`config.mk`:
```
export PLATFORM = sky130hd
export DESIGN_NAME = ind_mux_ctrl
export DESIGN_NICKNAME = d
export VERILOG_FILES = /design/src/rtl/ind_mux_ctrl.sv
export SDC_FILE = /design/constraint.sdc
export NUM_CORES = 1
export LEC_CHECK = 0
export ABC_AREA = 1
export CORE_MARGIN = 2
export CORE_UTILIZATION = 66
export DETAILED_ROUTE_END_ITERATION = 10
export HOLD_SLACK_MARGIN = 0.15
export PLACE_DENSITY = 0.89
export SYNTH_ARGS = -nofsm -noshare
export SYNTH_HDL_FRONTEND = slang
export SYNTH_HIERARCHICAL = 1
export SYNTH_SLANG_ARGS = --single-unit
```
`constraint.sdc`:
```
create_clock -name clk -period 3.7 [get_ports clk]
set_input_delay 0.555 -clock clk [delete_from_list [all_inputs] [get_ports clk]]
set_output_delay 0.555 -clock clk [all_outputs]
set_load 0.02 [all_outputs]
```
`src/rtl/ind_mux_ctrl.sv`:
```
// ind_mux_ctrl: multiplexes PRD (transmitter) and PRM (receiver) command
// flags onto one shared LED bank. Each command is stretched by a per-channel
// hold counter. The bank alternates between directions every DWELL_TICKS
// ticks while both are active. ind_prm_prd tells which direction is shown.
// Optional build macro: IND_BLINK_EN makes a channel that is active in both
// directions blink at the tick rate.

// Per-channel hold counter: the command is stretched for HOLD_TICKS ticks
// after it falls.
module ind_hold_cnt #(
  parameter int HOLD_TICKS = 8
) (
  input  logic clk,
  input  logic rst_n,
  input  logic tick_i,
  input  logic cmd_i,
  output logic act_o
);
  localparam logic [3:0] HOLD = 4'(HOLD_TICKS);

  logic [3:0] hold_q, hold_d;

  // Reload while commanded, which includes a tick that coincides with a
  // rising command. Count down on ticks otherwise, stopping at 0.
  always_comb begin
    hold_d = hold_q;
    if (cmd_i)                          hold_d = HOLD;
    else if (tick_i && hold_q != 4'd0)  hold_d = hold_q - 4'd1;
  end

  // Hold counter state
  always_ff @(posedge clk or negedge rst_n) begin
    if (!rst_n) hold_q <= 4'd0;
    else        hold_q <= hold_d;
  end

  assign act_o = cmd_i | (hold_q != 4'd0);
endmodule

module ind_mux_ctrl #(
  parameter int WIDTH       = 8,
  parameter int HOLD_TICKS  = 8,
  parameter int DWELL_TICKS = 4
) (
  input  logic             clk,
  input  logic             rst_n,
  input  logic             tick_in,
  input  logic [WIDTH-1:0] prd_cmd,
  input  logic [WIDTH-1:0] prm_cmd,
  output logic [WIDTH-1:0] led,
  output logic             ind_prm_prd
);
  localparam logic [1:0] S_IDLE = 2'd0;
  localparam logic [1:0] S_PRD  = 2'd1;
  localparam logic [1:0] S_PRM  = 2'd2;
  localparam logic [3:0] DWELL_LAST = 4'(DWELL_TICKS - 1);

  logic             tick_in_q, tick;
  logic [WIDTH-1:0] prd_act, prm_act, blink_mask;
  logic             prd_any, prm_any;
  logic [1:0]       state_q, state_d;
  logic [3:0]       dwell_q, dwell_d;
  logic [WIDTH-1:0] led_q, led_d;
  logic             ind_q, ind_d;

  // Tick edge detect: one clk pulse per rising edge of the divider tap
  always_ff @(posedge clk or negedge rst_n) begin
    if (!rst_n) tick_in_q <= 1'b0;
    else        tick_in_q <= tick_in;
  end
  assign tick = tick_in & ~tick_in_q;

  ind_hold_cnt #(.HOLD_TICKS(HOLD_TICKS)) u_prd [WIDTH-1:0] (
    .clk(clk), .rst_n(rst_n), .tick_i(tick), .cmd_i(prd_cmd), .act_o(prd_act));
  ind_hold_cnt #(.HOLD_TICKS(HOLD_TICKS)) u_prm [WIDTH-1:0] (
    .clk(clk), .rst_n(rst_n), .tick_i(tick), .cmd_i(prm_cmd), .act_o(prm_act));

  assign prd_any = |prd_act;
  assign prm_any = |prm_act;

`ifdef IND_BLINK_EN
  logic phase_q;

  // Blink phase flips on every tick
  always_ff @(posedge clk or negedge rst_n) begin
    if (!rst_n)    phase_q <= 1'b0;
    else if (tick) phase_q <= ~phase_q;
  end
  // Channels active in both directions are gated by the phase
  assign blink_mask = ~(prd_act & prm_act) | {WIDTH{phase_q}};
`else
  assign blink_mask = '1;
`endif

  // Direction arbitration. PRD wins ties from IDLE. A direction leaves
  // early as soon as it has nothing left to show. At the end of a dwell it
  // hands over only if the other side has something to show.
  always_comb begin
    state_d = state_q;
    dwell_d = dwell_q;
    case (state_q)
      S_IDLE: begin
        dwell_d = 4'd0;
        if (prd_any)      state_d = S_PRD;
        else if (prm_any) state_d = S_PRM;
      end
      S_PRD: begin
        if (!prd_any) begin
          state_d = prm_any ? S_PRM : S_IDLE;
          dwell_d = 4'd0;
        end else if (tick) begin
          if (dwell_q == DWELL_LAST) begin
            dwell_d = 4'd0;
            if (prm_any) state_d = S_PRM;
          end else begin
            dwell_d = dwell_q + 4'd1;
          end
        end
      end
      S_PRM: begin
        if (!prm_any) begin
          state_d = prd_any ? S_PRD : S_IDLE;
          dwell_d = 4'd0;
        end else if (tick) begin
          if (dwell_q == DWELL_LAST) begin
            dwell_d = 4'd0;
            if (prd_any) state_d = S_PRD;
          end else begin
            dwell_d = dwell_q + 4'd1;
          end
        end
      end
      default: begin
        state_d = S_IDLE;
        dwell_d = 4'd0;
      end
    endcase
  end

  // Output selection from the current state. ind holds its value in IDLE.
  always_comb begin
    led_d = '0;
    ind_d = ind_q;
    case (state_q)
      S_PRD:   begin led_d = prd_act & blink_mask; ind_d = 1'b1; end
      S_PRM:   begin led_d = prm_act & blink_mask; ind_d = 1'b0; end
      default: led_d = '0;
    endcase
  end

  // FSM and output registers
  always_ff @(posedge clk or negedge rst_n) begin
    if (!rst_n) begin
      state_q <= S_IDLE;
      dwell_q <= 4'd0;
      led_q   <= '0;
      ind_q   <= 1'b0;
    end else begin
      state_q <= state_d;
      dwell_q <= dwell_d;
      led_q   <= led_d;
      ind_q   <= ind_d;
    end
  end

  assign led         = led_q;
  assign ind_prm_prd = ind_q;
endmodule

```
==> results of run 1 <==
worst max path at each step:
stage	from	to	slack [ps]
finish	prd_cmd[1]	state_q[1]$_DFFE_PN0P_	1710
global route	prm_cmd[1]	state_q[1]$_DFFE_PN0P_	1590
CTS	prd_cmd[1]	state_q[1]$_DFFE_PN0P_	1750
detailed placement	prd_cmd[1]	state_q[1]$_DFFE_PN0P_	1400
global placement	prd_cmd[0]	state_q[1]$_DFFE_PN0P_	1470
floorplan	tick_in	dwell_q[3]$_DFF_PN0_	1400
cell usage in the layout (no fill, tap or decap), types with 2 or more instances in the layout:
master,n
nand4_1,48
nor2_1,44
bufinv_8,16
inv_1,27
nor2_2,4
clkbuf_1,2
nand2_1,120
clkinv_4,2
nand2_4,32
nand3_4,16
buf_4,3
ha_1,37
a21oi_1,9
clkbuf_8,10
dfrtp_1,80
xor2_1,18
nand3_1,66
clkdlybuf4s50_1,26
inv_2,49
nand2_2,20
o21ai_2,34
o21ai_0,4
per-stage QoR:
stage	area, sq um	std cells	hold WS [ps]
2_1_floorplan	5630	630	259
3_3_place_gp	6030	761	510
3_5_place_dp	6030	761	519
4_1_cts	6200	777	396
5_1_grt	6200	777	430
6_report	6200	777	338
worst max-delay path, delay by kind of cell:
kind	cells	cell delay, ps
simple gates	10	1020
buf+inv	3	660
cell families after synthesis:
group,after synthesis,synth area share (%)
AND/OR/NAND/NOR,353,36.6
buffers and inverters,95,10.4
flip-flops,80,35.5
AO/OA/AOI/OAI,47,6.44
adder cells (fa/ha/maj),37,8.22
XOR/XNOR,18,2.80
routing by layer:
metal	GRT usage [%]	vias to the layer above	wire [microns]
met5	0	-	0
met2	45.6	110	5560
met3	4.89	16	430
li1	-	2147	-
met4	8.45	0	137
met1	34.2	2085	4920
sequential cells by signal, summed over array words and instances, names as in the netlist:
register,flops
state_q,2
tick_in_q,1
led,8
u_prm/hold_q,32
dwell_q,4
u_prd/hold_q,32
ind_prm_prd,1
power by group through the flow:
stage	Combinational [uW]	Clock [uW]	Sequential [uW]
2_1_floorplan	1150	0	1220
3_3_place_gp	1430	0	1210
3_5_place_dp	1510	0	1220
4_1_cts	1530	608	1200
5_1_grt	1710	659	1230
6_report	1530	596	1210
final cells by class:
class	count	area share (%)
sequential	80	32.3
multi-input combinational	455	49.1
clock buffer	12	2.34
inverter	92	9.12
clock inverter	4	0.484
tap	105	2.12
timing repair buffer	29	4.56
==> flow_summary.yaml, run 1 <==
status:
  outcome: "completed"
cts:
  clockRootBuffer: "clkbuf_8"
  insertion_delay_ps: 370
  clk_pin_slew_ps: 90
  cts_tree: "done"
  cts_buffers: 9
  post-cts-setup-buffers: 0
  cts_resized: 0
  cts_sinks: 80
  htree_levels: 3
  ctsHoldBuffers: 0
  cts_max_path_buffers: 2
pwr:
  intPower_uw: 1910
  p_total_uw: 3330
  combPwrFrac_pct: 45.9
  p_seq_share_pct: 36.2
  power.switching_uw: 1420
  clockPowerShare_pct: 17.9
  switching_share_pct: 42.7
  peakVddDrop_mv: 0.356
  power.density_nw_per_um2: 537
  power_leakage_uw: 0.00305
worst_setup_path:
  worstPathRequired_ps: 3970
  reg2regPathDepth: 13
  critical_path_arrival_ps: 2260
  path_max_fanout: 7
  regToRegEndpoint: "state_q[1]$_DFFE_PN0P_"
  cpMaxStageDelayCell: "clkdlybuf4s50_1"
  cp-start-kind: "primary input"
  crit_chain: "clkdlybuf4s50_1, bufinv_8, nand4_1, nor2_2, nand2_2, nor2_2, nand2_1, nand2_1, nand2_1, nand2_1, nand2_1, nand2_1, inv_1"
  end_kind: "flip-flop"
  ff2ff_setup_slack_ps: 1750
  path_common_cell: "nand2_1"
  crit_type: "in -> reg"
  cp_slowest_stage_delay_ps: 420
  reg2reg_from: "u_prd[1]/hold_q[0]$_DFFE_PN0P_"
timing:
  fin_ws_ps: 1710
  worst_clock_skew_ps: 17.3
  rsz0062_at_grt: "no"
  setup-tns-final_ps: 0
  fmax_mhz: 503
  period_share_pct: 53.7
  hold_viol_final: 0
  slew_viol_final: 0
  period_needed_ps: 1990
  setup_viol: 0
  max-slew-margin-rel_pct: 32.7
  tightest_slew_ps: 1010
global_routing:
  antenna_found_initial: 0
  grt_use_total_pct: 26.6
  grt_pass1_vias: 4326
  grt_max_degree: 81
  grt_pass1_wl_microns: 19300
  overflow: 0
synth:
  yosysWarnings: 6
  ys_ff_latch: 80
  synth_largest_area_cell: "dfrtp_1"
  syn_inst: 630
  synth_area_leaders: "dfrtp_1 (36%), ha_1 (8.2%), nand2_1 (8.0%)"
  ys_seq_area_share_pct: 35.5
  synth_area_per_cell_sq_um: 8.94
  synthDistinctLibCells: 22
  synthFlopType: "dfrtp_1"
  synthTopCellsByCount: "nand2_1 (120), dfrtp_1 (80), nand3_1 (66)"
  synth_edf_count: 0
  synth_most_common_cell: "nand2_1"
  synthArstFlopShare_pct: 100
  yosysTopAreaCellShare_pct: 35.5
  syn_area_sq_um: 5630
  postSynthNetCount: 686
floorplan:
  die_width_microns: 96.4
  die_area_sq_um: 9290
  core_sq_um: 8260
  die_y_microns: 96.4
  start_util_pct: 68.2
  num_io_pins: 28
  rows: 33
min_path:
  hp-class: "in -> async"
detailed_routing:
  vias: 4358
  drt_iter0_drc: 265
  wl_microns: 11100
  routed_via_density: 5.61
  ant_nets: 0
  first_pass_iters: 6
  wire_per_inst_microns: 14.2
  post-route-drc-count: 0
cells_and_area:
  fin_nets: 723
  seqCellArea_sq_um: 2000
  areaGrowthSynthToFinish_pct: 10.1
  drive_above_1_share_pct: 28.1
  final_core_util_pct: 75.1
  fill_cells: 563
  multi_input_area_sq_um: 3040
  diodes: 0
job:
  cap_violations: 0
place:
  hpwl_microns: 7960
  globalplace.congestion: 0.910
  numPortBuffers: 27
  pre_cts_slack_ps: 1400
Note: power is estimated with default switching activity, not from simulation.
==> run 2, diff against run 1 <==
CORE_UTILIZATION = 61   (was 66)
PLACE_DENSITY = 0.84   (was 0.89)
clock period = 1.95 ns   (was 3.7 ns; I/O delays follow)
==> run 2 against run 1 <==
Critical path depth decreased by 1. Cell area grew 5.5%. Hold slack better by 79 ps. Routed wire length is 0.87% higher. Core utilization fell by 3.3 points. Critical endpoint unchanged.
==> flow_summary.yaml, run 2 (synthesized netlist as in run 1, its figures left out) <==
status:
  outcome: "completed"
worst_setup_path:
  cp_top_family: "simple AND/OR/NAND/NOR gates"
  path_max_fanout: 5
  worstSetupPathDepth: 12
  crit_start: "u_prd[2]/hold_q[1]$_DFFE_PN0P_"
  critical_path_arrival_ps: 2130
  cp-start-kind: "flip-flop"
  ff2ff_setup_slack_ps: 120
  cp_slowest_stage_delay_ps: 400
  crit_type: "reg -> reg"
  regToRegEndpoint: "state_q[1]$_DFFE_PN0P_"
  endpoint: "state_q[1]$_DFFE_PN0P_"
  worstPathRequired_ps: 2250
  end_kind: "flip-flop"
  cp_num_buf_inv: 2
  crit_chain: "inv_2, ha_2, nand4_1, nor2_2, nand2_2, o21ai_2, nand2_2, nand2_2, nand2_1, nand2_1, nand2_1, inv_1"
  reg2regPathDepth: 12
  cpMaxStageDelayCell: "dfrtp_1"
  reg2reg_from: "u_prd[2]/hold_q[1]$_DFFE_PN0P_"
detailed_routing:
  post-route-drc-count: 0
  wire_per_inst_microns: 13.8
  wl_microns: 11100
  vias: 4485
  routed_via_density: 5.56
  first_pass_iters: 4
  ant_nets: 0
  drt_iter0_drc: 263
pwr:
  power.switching_uw: 2720
  p_seq_share_pct: 35.0
  intPower_uw: 3840
  combPwrFrac_pct: 46.6
  clockPowerShare_pct: 18.4
  switching_share_pct: 41.4
  power_leakage_uw: 0.00317
  power.density_nw_per_um2: 1000
  peakVddDrop_mv: 0.689
cts:
  htree_levels: 3
  cts_max_path_buffers: 2
  cts_buffers: 9
  clk_pin_slew_ps: 80
  cts_tree: "done"
  clockRootBuffer: "clkbuf_8"
  cts_sinks: 80
  insertion_delay_ps: 360
global_routing:
  grt_use_total_pct: 23.9
  grt_pass1_vias: 4479
  overflow: 0
  grt_pass1_wl_microns: 19300
  grt_max_degree: 53
  antenna_found_initial: 0
timing:
  hold_viol_final: 0
  max-slew-margin-rel_pct: 73.4
  period_share_pct: 93.7
  setup_viol: 0
  setup-tns-final_ps: 0
  fmax_mhz: 547
  slew_viol_final: 0
  worst_clock_skew_ps: 8.23
  tightest_slew_ps: 399
  period_needed_ps: 1830
place:
  numPortBuffers: 27
  dp_cells: 784
  hpwl_microns: 8310
  globalplace.congestion: 0.869
floorplan:
  num_io_pins: 28
  start_util_pct: 61.8
  core_sq_um: 9110
  die_area_sq_um: 10000
  rows: 35
  die_width_microns: 100
  die_y_microns: 100
job:
  cap_violations: 0
cells_and_area:
  final_common_cell: "nand2_1"
  stdcell_count: 806
  areaGrowthSynthToFinish_pct: 16.2
  layout_common_cells: "nand2_1 (119), dfrtp_1 (80), nand3_1 (66), inv_2 (55), nand4_1 (48)"
  fin_nets: 746
  final_core_util_pct: 71.8
  drive_above_1_share_pct: 33.7
  diodes: 0
min_path:
  hp-class: "in -> reg"
  hp-start: "tick_in"
-- run 2: cell types whose count changed in the layout (fill, tap and decap cells not counted), moves of 3 or more --
cell | previous run | this run
ha_2 | 0 | 7
inv_2 | 49 | 55
buf_4 | 3 | 23
ha_1 | 37 | 23
inv_1 | 27 | 21
ha_4 | 0 | 7
clkbuf_8 | 10 | 13
-- run 2: stage by stage --
step	setup WS, ps	area [sq um]	power [uW]	hold WS, ps
after floorplan	-88.7	5640	4510	-3.09
after global placement	-35.0	6190	5070	246
after detailed placement	-105	6190	5240	246
after CTS	46.8	6400	6480	399
after global routing	-44.3	6540	7070	400
final	122	6540	6560	417
-- run 2: routing by layer --
layer  up-vias  share of wire [%]  track usage, %
li1       2202                  -               -
met1      2176                 42            28.2
met2        85                 52            44.2
met3        22                3.6            3.20
met4         0                1.7            8.75
met5         -                  0               0
-- run 2: final cells by class --
cell class                 count  area (sq um)
clock buffer                  15           186
multi-input combinational    455          3160
tap                          111           139
timing repair buffer          52           483
fill                         656          2560
clock inverter                 1          8.76
sequential                    80          2000
inverter                      92           566
-- run 2: worst min-delay path by stage --
| stage | end | cells past startpoint | slack [ps] |
|---|---|---|---|
| 2_1_floorplan | dwell_q[0]$_DFF_PN0_ | 0 | -3 |
| 3_3_place_gp | tick_in_q$_DFF_PN0_ | 1 | 250 |
| 3_5_place_dp | tick_in_q$_DFF_PN0_ | 1 | 250 |
| 4_1_cts | tick_in_q$_DFF_PN0_ | 1 | 400 |
| 5_1_grt | tick_in_q$_DFF_PN0_ | 1 | 400 |
| 6_report | tick_in_q$_DFF_PN0_ | 1 | 420 |
-- run 2: what timing repair did --
| item | in CTS | in global routing |
|---|---|---|
| hold buffers | 1 | 0 |
| hold endpoints to repair | 28 | 0 |
| endpoints found under the setup margin | 0 | 2 |
| buffers inserted | 0 | 5 |
| gates resized for setup | 0 | 29 |
-- run 2: power groups by stage --
| stage | clock network [uW] | logic, uW | registers (uW) |
|---|---|---|---|
| after floorplan | 0 | 2190 | 2320 |
| after global placement | 0 | 2770 | 2300 |
| after detailed placement | 0 | 2920 | 2310 |
| after CTS | 1230 | 2960 | 2290 |
| after global routing | 1300 | 3430 | 2340 |
| final | 1210 | 3060 | 2290 |
